<file path="config.mk">
export PLATFORM = sky130hd
export DESIGN_NAME = dbi_tx_seq_flat
export DESIGN_NICKNAME = d
export VERILOG_FILES = /design/src/rtl/dbi_pkg.sv /design/src/rtl/dbi_tx_seq_if.sv /design/src/rtl/dbi_init_rom.sv /design/src/rtl/dbi_tx_seq.sv /design/src/flat_wrapper.sv
export SDC_FILE = /design/constraint.sdc
export NUM_CORES = 1
export LEC_CHECK = 0
export CORE_MARGIN = 2
export CORE_UTILIZATION = 30
export CTS_BUF_LIST = sky130_fd_sc_hd__clkbuf_8
export DETAILED_ROUTE_END_ITERATION = 12
export GPL_ROUTABILITY_DRIVEN = 0
export SLEW_MARGIN = 20
export SYNTH_ARGS = -nofsm -noshare
export SYNTH_HDL_FRONTEND = slang
export SYNTH_SLANG_ARGS = --single-unit
</file>
<file path="constraint.sdc">
create_clock -name clk -period 1.8 [get_ports clk]
set_input_delay 0.18 -clock clk [delete_from_list [all_inputs] [get_ports clk]]
set_output_delay 0.18 -clock clk [all_outputs]
set_load 0.01 [all_outputs]
</file>
<file path="src/rtl/dbi_pkg.sv">
// rtl/dbi_pkg.sv - DBI opcodes, sequencer state encoding and window-parameter helper
package dbi_pkg;

    localparam logic [7:0] SLPOUT = 8'h11;
    localparam logic [7:0] DISPON = 8'h29;
    localparam logic [7:0] CASET  = 8'h2A;
    localparam logic [7:0] RASET  = 8'h2B;
    localparam logic [7:0] RAMWR  = 8'h2C;
    localparam logic [7:0] MADCTL = 8'h36;
    localparam logic [7:0] COLMOD = 8'h3A;

    localparam logic [7:0] COLMOD_RGB565  = 8'h55;
    localparam logic [7:0] MADCTL_DEFAULT = 8'h00;

    typedef enum logic [2:0] {
        HRST_ST  = 3'd0,
        SLP_ST   = 3'd1,
        WAIT_ST  = 3'd2,
        INIT_ST  = 3'd3,
        CASET_ST = 3'd4,
        RASET_ST = 3'd5,
        RAMWR_ST = 3'd6
    } seq_state_e;

    // Window commands always start at 0: {0x00, 0x00, end[15:8], end[7:0]}
    function automatic logic [7:0] win_param(input logic [15:0] last_pos, input logic [1:0] pidx);
        case (pidx)
            2'd2:    win_param = last_pos[15:8];
            2'd3:    win_param = last_pos[7:0];
            default: win_param = 8'h00;
        endcase
    endfunction

endpackage

</file>
<file path="src/rtl/dbi_tx_seq_if.sv">
// rtl/dbi_tx_seq_if.sv - pixel byte stream in, command/data beats out to the DBI PHY
interface dbi_tx_seq_if #(
    parameter int DBI_IF_D_W = 8
);
    logic [7:0]            pxl_dat_i;
    logic                  pxl_vld_i;
    logic                  pxl_rdy_o;
    logic                  dtf_dbi_hrst_o;
    logic [7:0]            dtf_tx_cmd_typ_o;
    logic [DBI_IF_D_W-1:0] dtf_tx_cmd_dat_o;
    logic                  dtf_tx_no_dat_o;
    logic                  dtf_tx_last_o;
    logic                  dtf_tx_vld_o;
    logic                  dtf_tx_rdy_i;

    modport master (
        input  pxl_dat_i, pxl_vld_i, dtf_tx_rdy_i,
        output pxl_rdy_o, dtf_dbi_hrst_o, dtf_tx_cmd_typ_o, dtf_tx_cmd_dat_o,
               dtf_tx_no_dat_o, dtf_tx_last_o, dtf_tx_vld_o
    );

    modport slave (
        output pxl_dat_i, pxl_vld_i, dtf_tx_rdy_i,
        input  pxl_rdy_o, dtf_dbi_hrst_o, dtf_tx_cmd_typ_o, dtf_tx_cmd_dat_o,
               dtf_tx_no_dat_o, dtf_tx_last_o, dtf_tx_vld_o
    );
endinterface

</file>
<file path="src/rtl/dbi_init_rom.sv">
// rtl/dbi_init_rom.sv - power-up command table: SLPOUT, COLMOD, MADCTL, DISPON
module dbi_init_rom
    import dbi_pkg::*;
(
    input  logic [1:0] idx,
    input  logic [1:0] pidx,
    output logic [7:0] typ,
    output logic [1:0] pcnt,
    output logic [7:0] param
);

    always_comb begin
        typ   = SLPOUT;
        pcnt  = 2'd0;
        param = 8'h00;
        case (idx)
            2'd1: begin
                typ   = COLMOD;
                pcnt  = 2'd1;
                param = (pidx == 2'd0) ? COLMOD_RGB565 : 8'h00;
            end
            2'd2: begin
                typ   = MADCTL;
                pcnt  = 2'd1;
                param = MADCTL_DEFAULT;
            end
            2'd3:    typ = DISPON;
            default: typ = SLPOUT;
        endcase
    end

endmodule

</file>
<file path="src/rtl/dbi_tx_seq.sv">
// rtl/dbi_tx_seq.sv - panel bring-up and frame-loop command sequencer driving a DBI PHY
module dbi_tx_seq
    import dbi_pkg::*;
#(
    parameter int INTERNAL_CLK = 125000000,
    parameter int DBI_IF_D_W   = 8,
    parameter int IMG_W        = 240,
    parameter int IMG_H        = 320,
    parameter int T_SLP_CYC    = 15000000
) (
    input  logic         clk,
    input  logic         rst_n,
    dbi_tx_seq_if.master bus,
    output logic         init_done_o,
    output logic         frm_done_o
);

    localparam int PIX_BYTES = IMG_W * IMG_H * 2;
    localparam int CNT_W     = $clog2(PIX_BYTES);
    localparam int TMR_W     = $clog2(T_SLP_CYC + 1);

    localparam logic [15:0]      COL_LAST = 16'(IMG_W - 1);
    localparam logic [15:0]      ROW_LAST = 16'(IMG_H - 1);
    localparam logic [CNT_W-1:0] CNT_LAST = CNT_W'(PIX_BYTES - 1);
    localparam logic [TMR_W-1:0] TMR_LOAD = TMR_W'(T_SLP_CYC - 1);

    generate
        if (INTERNAL_CLK < 1 || T_SLP_CYC < 1 || PIX_BYTES < 2) begin : g_bad_param
            $error("dbi_tx_seq: invalid parameter set");
        end
    endgenerate

    seq_state_e state_q, state_d;

    logic                  run_q;
    logic [TMR_W-1:0]      tmr_q;
    logic [CNT_W-1:0]      cnt_q;
    logic [1:0]            idx_q;
    logic [1:0]            pidx_q;

    logic [7:0]            rom_typ;
    logic [1:0]            rom_pcnt;
    logic [7:0]            rom_param;

    logic                  tx_vld, tx_hrst, tx_no_dat, tx_last, pxl_rdy, beat;
    logic [7:0]            tx_typ;
    logic [DBI_IF_D_W-1:0] tx_dat;

    dbi_init_rom u_rom (
        .idx   (idx_q),
        .pidx  (pidx_q),
        .typ   (rom_typ),
        .pcnt  (rom_pcnt),
        .param (rom_param)
    );

    assign beat = tx_vld & bus.dtf_tx_rdy_i;

    always_ff @(posedge clk or negedge rst_n) begin
        if (!rst_n) state_q <= HRST_ST;
        else        state_q <= state_d;
    end

    always_comb begin
        state_d = state_q;
        case (state_q)
            HRST_ST:  if (beat) state_d = SLP_ST;
            SLP_ST:   if (beat) state_d = WAIT_ST;
            WAIT_ST:  if (tmr_q == '0) state_d = INIT_ST;
            INIT_ST:  if (beat && tx_last && idx_q == 2'd3) state_d = CASET_ST;
            CASET_ST: if (beat && tx_last) state_d = RASET_ST;
            RASET_ST: if (beat && tx_last) state_d = RAMWR_ST;
            RAMWR_ST: if (beat && tx_last) state_d = CASET_ST;
            default:  state_d = HRST_ST;
        endcase
    end

    always_comb begin
        tx_vld    = 1'b0;
        tx_hrst   = 1'b0;
        tx_typ    = 8'h00;
        tx_dat    = '0;
        tx_no_dat = 1'b0;
        tx_last   = 1'b0;
        pxl_rdy   = 1'b0;
        case (state_q)
            HRST_ST: begin
                tx_vld    = 1'b1;
                tx_hrst   = 1'b1;
                tx_no_dat = 1'b1;
                tx_last   = 1'b1;
            end
            SLP_ST, INIT_ST: begin
                tx_vld = 1'b1;
                tx_typ = rom_typ;
                if (rom_pcnt == 2'd0) begin
                    tx_no_dat = 1'b1;
                    tx_last   = 1'b1;
                end else begin
                    tx_dat  = DBI_IF_D_W'(rom_param);
                    tx_last = (pidx_q == rom_pcnt - 2'd1);
                end
            end
            CASET_ST: begin
                tx_vld  = 1'b1;
                tx_typ  = CASET;
                tx_dat  = DBI_IF_D_W'(win_param(COL_LAST, pidx_q));
                tx_last = (pidx_q == 2'd3);
            end
            RASET_ST: begin
                tx_vld  = 1'b1;
                tx_typ  = RASET;
                tx_dat  = DBI_IF_D_W'(win_param(ROW_LAST, pidx_q));
                tx_last = (pidx_q == 2'd3);
            end
            RAMWR_ST: begin
                tx_vld  = bus.pxl_vld_i;
                tx_typ  = RAMWR;
                tx_dat  = DBI_IF_D_W'(bus.pxl_dat_i);
                tx_last = (cnt_q == CNT_LAST);
                pxl_rdy = bus.dtf_tx_rdy_i;
            end
            default: tx_vld = 1'b0;
        endcase
        // Keep the bus quiet for the first cycle out of reset so every output reads 0 while held
        if (!run_q) begin
            tx_vld    = 1'b0;
            tx_hrst   = 1'b0;
            tx_no_dat = 1'b0;
            tx_last   = 1'b0;
            pxl_rdy   = 1'b0;
        end
    end

    always_ff @(posedge clk or negedge rst_n) begin
        if (!rst_n) begin
            run_q       <= 1'b0;
            tmr_q       <= '0;
            cnt_q       <= '0;
            idx_q       <= 2'd0;
            pidx_q      <= 2'd0;
            init_done_o <= 1'b0;
            frm_done_o  <= 1'b0;
        end else begin
            run_q      <= 1'b1;
            frm_done_o <= (state_q == RAMWR_ST) && beat && tx_last;
            if (state_q == SLP_ST && beat)
                tmr_q <= TMR_LOAD;
            else if (state_q == WAIT_ST && tmr_q != '0)
                tmr_q <= tmr_q - TMR_W'(1);
            if (beat) begin
                case (state_q)
                    SLP_ST: idx_q <= 2'd1;
                    INIT_ST, CASET_ST, RASET_ST: begin
                        pidx_q <= tx_last ? 2'd0 : pidx_q + 2'd1;
                        if (state_q == INIT_ST && tx_last) begin
                            idx_q <= idx_q + 2'd1;
                            if (idx_q == 2'd3) init_done_o <= 1'b1;
                        end
                    end
                    RAMWR_ST: cnt_q <= tx_last ? '0 : cnt_q + CNT_W'(1);
                    default:  cnt_q <= cnt_q;
                endcase
            end
        end
    end

    assign bus.pxl_rdy_o        = pxl_rdy;
    assign bus.dtf_dbi_hrst_o   = tx_hrst;
    assign bus.dtf_tx_cmd_typ_o = tx_typ;
    assign bus.dtf_tx_cmd_dat_o = tx_dat;
    assign bus.dtf_tx_no_dat_o  = tx_no_dat;
    assign bus.dtf_tx_last_o    = tx_last;
    assign bus.dtf_tx_vld_o     = tx_vld;

endmodule

</file>
<file path="src/flat_wrapper.sv">
// flat-port wrapper written by rule: the top's interface ports become plain ports
module dbi_tx_seq_flat import dbi_pkg::*;
#(
    parameter int INTERNAL_CLK = 125000000,
    parameter int DBI_IF_D_W   = 8,
    parameter int IMG_W        = 240,
    parameter int IMG_H        = 320,
    parameter int T_SLP_CYC    = 15000000
)
  (clk, rst_n, init_done_o, frm_done_o, bus_pxl_dat_i, bus_pxl_vld_i, bus_dtf_tx_rdy_i, bus_pxl_rdy_o, bus_dtf_dbi_hrst_o, bus_dtf_tx_cmd_typ_o, bus_dtf_tx_cmd_dat_o, bus_dtf_tx_no_dat_o, bus_dtf_tx_last_o, bus_dtf_tx_vld_o);
  dbi_tx_seq_if #(.DBI_IF_D_W(DBI_IF_D_W)) bus_i ();
  input  logic clk;
  input  logic rst_n;
  output logic init_done_o;
  output logic frm_done_o;
  input wire logic [$bits(bus_i.pxl_dat_i)-1:0] bus_pxl_dat_i;
  input wire logic [$bits(bus_i.pxl_vld_i)-1:0] bus_pxl_vld_i;
  input wire logic [$bits(bus_i.dtf_tx_rdy_i)-1:0] bus_dtf_tx_rdy_i;
  output wire logic [$bits(bus_i.pxl_rdy_o)-1:0] bus_pxl_rdy_o;
  output wire logic [$bits(bus_i.dtf_dbi_hrst_o)-1:0] bus_dtf_dbi_hrst_o;
  output wire logic [$bits(bus_i.dtf_tx_cmd_typ_o)-1:0] bus_dtf_tx_cmd_typ_o;
  output wire logic [$bits(bus_i.dtf_tx_cmd_dat_o)-1:0] bus_dtf_tx_cmd_dat_o;
  output wire logic [$bits(bus_i.dtf_tx_no_dat_o)-1:0] bus_dtf_tx_no_dat_o;
  output wire logic [$bits(bus_i.dtf_tx_last_o)-1:0] bus_dtf_tx_last_o;
  output wire logic [$bits(bus_i.dtf_tx_vld_o)-1:0] bus_dtf_tx_vld_o;
  assign bus_i.pxl_dat_i = bus_pxl_dat_i;
  assign bus_i.pxl_vld_i = bus_pxl_vld_i;
  assign bus_i.dtf_tx_rdy_i = bus_dtf_tx_rdy_i;
  assign bus_pxl_rdy_o = bus_i.pxl_rdy_o;
  assign bus_dtf_dbi_hrst_o = bus_i.dtf_dbi_hrst_o;
  assign bus_dtf_tx_cmd_typ_o = bus_i.dtf_tx_cmd_typ_o;
  assign bus_dtf_tx_cmd_dat_o = bus_i.dtf_tx_cmd_dat_o;
  assign bus_dtf_tx_no_dat_o = bus_i.dtf_tx_no_dat_o;
  assign bus_dtf_tx_last_o = bus_i.dtf_tx_last_o;
  assign bus_dtf_tx_vld_o = bus_i.dtf_tx_vld_o;
  dbi_tx_seq #(.INTERNAL_CLK(INTERNAL_CLK), .DBI_IF_D_W(DBI_IF_D_W), .IMG_W(IMG_W), .IMG_H(IMG_H), .T_SLP_CYC(T_SLP_CYC)) u_core (.clk(clk), .rst_n(rst_n), .bus(bus_i), .init_done_o(init_done_o), .frm_done_o(frm_done_o));
endmodule
</file>
Yosys cells after proc, flatten, opt, wreduce, memory -nomap -nowiden
Cells that the tools add are included.

storage, ports and cells
  flip-flop bits (word level) = 52
  output and inout bits = 23
  input bits = 12

operators by class
  bitwise operators = 1
  equal/unequal tests = 21
  mux-type cells = 35
  add/subtract/negate cells = 5
  reductions and logical operators = 24

operators with widths
  kind                     number
  $mux W24                 2
  $pmux W8 S4              1
  $logic_not A24 Y1        1
  $pmux W6 S4              1
  $reduce_bool A24 Y1      1
  $sub A24 B1 Y24 const B  1
  $mux W3                  7
  $mux W7                  3
  $pmux W3 S7              1
  $add A18 B1 Y18 const B  1
  $eq A18 B18 Y1 const B   1
  $mux W18                 1
  $pmux W6 S3              1
  $ne A2 B1 Y1 const B     8
  $pmux W6 S2              1
  $mux W1                  10
  $eq A3 B3 Y1 const B     3
  $eq A2 B2 Y1 const B     4
  $mux W8                  1
  $logic_and A1 B1 Y1      7
  $reduce_and A7 Y1        1
  $eq A3 B2 Y1 const B     2
  $reduce_or A2 Y1         3
  $reduce_or A5 Y1         1
  17 further kinds         23

Logic depth before layout (Yosys ltp)
  depth after elaboration = 12
  depth in mapped cells = 8
  depth with buffers taken out = 7

Cells and area by module
A second synthesis with hierarchy kept.

unflattened totals
  cells, all modules = 351
  area total of the unflattened synthesis = 3141.8 um^2

by module, submodules not included
  module        seq. area each (um^2)  cells an instance  times used  area an instance (um^2)
  dbi_tx_seq    1301.2                 328                1           2964.1
  dbi_init_rom  0.0                    23                 1           177.7

Worst setup path before layout
No wires, ideal clock.

  path kind = reg2reg
  start point = reg u_core.cnt_q[4]
  end point = reg u_core.state_q[1]
  setup slack = -206 ps
  buffers on the path = 1
  data arrival time = 1855 ps
  clock period less this slack = 2006 ps
  cell stages (with the launch flop) = 7
  path through = dfrtp_1 -> nand4_2 -> or4_4 -> o21a_1 -> buf_6 -> nor2_1 -> a311oi_1

between the ends
  longest elaborated chain between the ends = 7
  elaborated cells between the ends (all ways) = 10
  classes of those cells = 5 x eq/ne; 2 x mux; 3 x reduce/logical

RTL lines
  element                        RTL line            text
  start: declaration             dbi_tx_seq.sv:37    logic [CNT_W-1:0] cnt_q;
  start signal: assignment       dbi_tx_seq.sv:161   RAMWR_ST: cnt_q <= tx_last ? '0 : cnt_q + CNT_W'(1);
  start signal: assignment       dbi_tx_seq.sv:162   default: cnt_q <= cnt_q;
  $eq A18 B18 Y1 *               dbi_tx_seq.sv:120   tx_last = (cnt_q == CNT_LAST);
  $pmux W1 S4 *                  dbi_tx_seq.sv:86    case (state_q)
  $mux W1 *                      dbi_tx_seq.sv:126   if (!run_q) begin
  net bus_dtf_tx_last_o          flat_wrapper.sv:24  output wire logic [$bits(bus_i.dtf_tx_last_o)-1:0] bus_dtf_tx_last_o;
  $logic_and A1 B1 Y1 *          -
  $logic_and A1 B1 Y1            dbi_tx_seq.sv:70    INIT_ST: if (beat && tx_last && idx_q == 2'd3) state_d = CASET_ST;
  $ne A2 B1 Y1 (no line)         -
  $reduce_and A7 Y1 (no line) *  -
  end signal: assignment         dbi_tx_seq.sv:61    else state_q <= state_d;
  end: declaration               dbi_tx_seq.sv:33    seq_state_e state_q, state_d;

The timed path passes the listed nets; every way through them passes the cells marked *.
A chain may end at the register's enable or synchronous reset.

Worst setup path in the final report
  start point = reg u_core.cnt_q[6]
  end point = out bus_dtf_tx_last_o

between the ends
  longest elaborated chain between the ends = 3

RTL lines
  element           RTL line
  $eq A18 B18 Y1    dbi_tx_seq.sv:120
  $pmux W1 S4       dbi_tx_seq.sv:86
  $mux W1           dbi_tx_seq.sv:126
  end: declaration  flat_wrapper.sv:24

No other way between the ends.

==> summary.txt <==
Logic synthesis
  – Count of cell types in the netlist: 52
  – Mapped Area: 3177 um^2
  – #FFs+latches synth: 52
  – Yosys warns: 0
  – Synth Instances: 367
  – Top post-synthesis cells by area: dfrtp_1, nand2_1, xor2_1
  – Sequential share of the synthesized area: 40.96%
  – Largest area contributor in the synthesized netlist: dfrtp_1
  – Synthesized area per cell: 8.656 um^2
  – Yosys top cell area share: 40.96%
  – Synth async-reset ratio: 100.0%
  – Top FF cell, synth: dfrtp_1
  – Post-synth EDFFs: 0

Clock network
  – Max Root-Sink Buffers: 2
  – CTS tree: done
  – Num CTS Buffers: 5
  – Htree depth: 2
  – Clk root buf: clkbuf_8
  – CTS clk-pin slew, worst paths: 100 ps
  – Worst-Skew Late Latency: just over 300 ps
  – Clk sink count: 52

Run status
  – Failing checks: setup timing
  – Run status: finished with violations

Critical path
  – Data required, critical path: between 1500 and 2000 ps
  – Worst reg2reg path depth: 6
  – Crit path capture type: output port
  – CP Class: reg -> out
  – Critical-path maximum fanout: 2
  – Reg2reg start: u_core.cnt_q[6]
  – CP Launch Type: flop
  – FF-to-FF End: u_core.state_q[1]
  – Crit path from: u_core.cnt_q[6]
  – R2r setup slk: -210 ps
  – Worst setup endpoint: bus_dtf_tx_last_o
  – Crit path arrival time: 1830 ps

Layout
  – Commonest non-fill, non-tap cell in the layout: buf_4
  – Share of cells above drive strength 1: 49.05%
  – Nets: about 550
  – Filler cell count: between 800 and 900
  – Commonest non-fill, non-tap cells in the layout: buf_4, dfrtp_1, nand2_1, buf_6, nor2_1
  – Synth-to-Final Area Change: 68.61%
  – Sequential cell area: approximately 1300 um^2
  – Area of the multi-input gates: between 2000 and 2500 um^2
  – Diodes inserted: 0

Timing
  – Post-route minimum period: 2014 ps
  – Skew final: roughly 5.2 ps
  – Final setup viols: 31
  – Fmax: 0.4966 GHz
  – Hold slack: 375.8 ps
  – Final hold violation count: 0
  – Max Slew Vio Count: 0
  – Setup_tns: -3457 ps
  – Fin crit share: 111.9%
  – RSZ-0062 raised after global routing: true
  – Setup WS post-layout: -213.6 ps

Routing
  – Initial DRC Count: 140
  – Routed Antenna Nets: 0
  – WL final: 9723 um
  – DR pass1 iterations: 4
  – Routed length per placed instance: 14.69 um
  – Vias: 3270
  – Drt drc: 0
  – Vias per inst: approximately 4.9

Die
  – Placeable Area: 10320 um^2
  – Row Count: 37
  – Die Y: 106.9 um
  – Area of the die: 11430 um^2
  – Die width: 106.9 um
  – Starting Density: 30.77%
  – IO Count: 35

Global routing
  – Grt total ovfl: 0
  – Largest net degree at the start of global routing: between 50 and 60
  – First-pass GRT wire length: ~15000 um
  – Gr usage total: between 10% and 20%
  – Number of global-route vias before repair: 3250
  – Initial antenna violation count: 0

Place
  – Buffers on Ports: 32
  – Post-DP HPWL: about 6300 um

Job
  – Max-cap violations: 0

Min path
  – Hold WC Path Type: in -> async

Power
  – Pwr Total: around 6.4 mW
  – VDD IR max: slightly above 0.8 mV
  – PwrDens: 1192 nW/um^2
  – Leak: about 2.3 nW
-- worst min-delay path by stage --
| stage | slack (ps) | startpoint | depth (start not counted) | to |
|---|---|---|---|---|
| after floorplan | -120 | rst_n | 0 | u_core.cnt_q[0] |
| after CTS | 400 | rst_n | 3 | u_core.tmr_q[11] |
| after global placement | 200 | rst_n | 2 | u_core.tmr_q[12] |
| after global routing | 400 | rst_n | 3 | u_core.tmr_q[14] |
| after detailed placement | 200 | rst_n | 2 | u_core.tmr_q[5] |
| final | 380 | rst_n | 3 | u_core.tmr_q[13] |
-- metal layers --
metal	routed length (um)	global-route usage, %
met3	266	2.310
met2	5042	29.07
met4	82	3.154
met5	0	0
met1	4331	21.53
-- worst max-delay path, cell delays in order (launching register included) --
cell and delay (ps):
dfrtp_1 380, nand4_2 110, or4_4 540, o21a_1 230, nor2_2 110, buf_2 140
-- state kept, by name, summed over array words and instances, names as in the netlist --
| name | cells |
|---|---|
| u_core.init_done_o | 1 |
| u_core.cnt_q | 18 |
| u_core.state_q | 3 |
| u_core.run_q | 1 |
| u_core.pidx_q | 2 |
| u_core.tmr_q | 24 |
| u_core.frm_done_o | 1 |
| u_core.idx_q | 2 |
-- kinds of logic after synthesis --
kind of cell | share of synthesized area (%)
simple gates | 28.71
compound gates | 12.88
flops | 40.96
buf+inv | 4.214
xor+xnor | 7.719
fa+ha+maj | 4.332
mux | 0.9453
other cells | 0.2364
-- where the power goes --
part | switching (mW) | total, mW | internal, mW
Sequential | 0.200 | 1.62 | 1.42
Combinational | 1.92 | 3.93 | 2.02
Clock | 0.420 | 0.832 | 0.412
-- cells in the mapped netlist (7+ instances only) --
library cell and count:
nand3_1 16, nor4_1 9, and3_1 8, nor3_1 13
xor2_1 18, a21oi_1 14, inv_1 11, or4_1 7
xnor2_1 10, dfrtp_1 52, o21ai_0 27, clkbuf_1 11
nand2_1 43, nand4_1 7, nor2_1 36, ha_1 11
-- per-stage QoR --
step           utilization (%)  worst slack [ps]  cells  cell area, um^2
2_1_floorplan                -            -196.8    368             3198
3_3_place_gp             42.60            -299.0    624             4398
3_5_place_dp             42.60            -308.2    624             4398
4_1_cts                  46.61            -218.6    647             4812
5_1_grt                  51.88            -308.8    662             5356
6_report                 51.88            -213.6    662             5356
-- area by class of cell --
cell class | instances | area share (%)
clock buffer | 5 | 1.285
sequential | 52 | 24.34
timing repair buffer | 168 | 26.58
inverter | 11 | 0.8176
clock inverter | 3 | 0.7942
multi-input combinational | 287 | 43.00
tap | 136 | 3.177
-- what timing repair did --
| item | CTS | global route |
|---|---|---|
| gates cloned | 1 | 1 |
| pin swaps | 26 | 57 |
| setup endpoints to repair | 52 | 65 |
| hold buffers | 1 | 0 |
| resized for setup | 125 | 111 |
| endpoints found under the hold margin | 52 | 0 |
| setup buffers | 13 | 20 |
No activity file was read; power rests on OpenSTA's default activity.
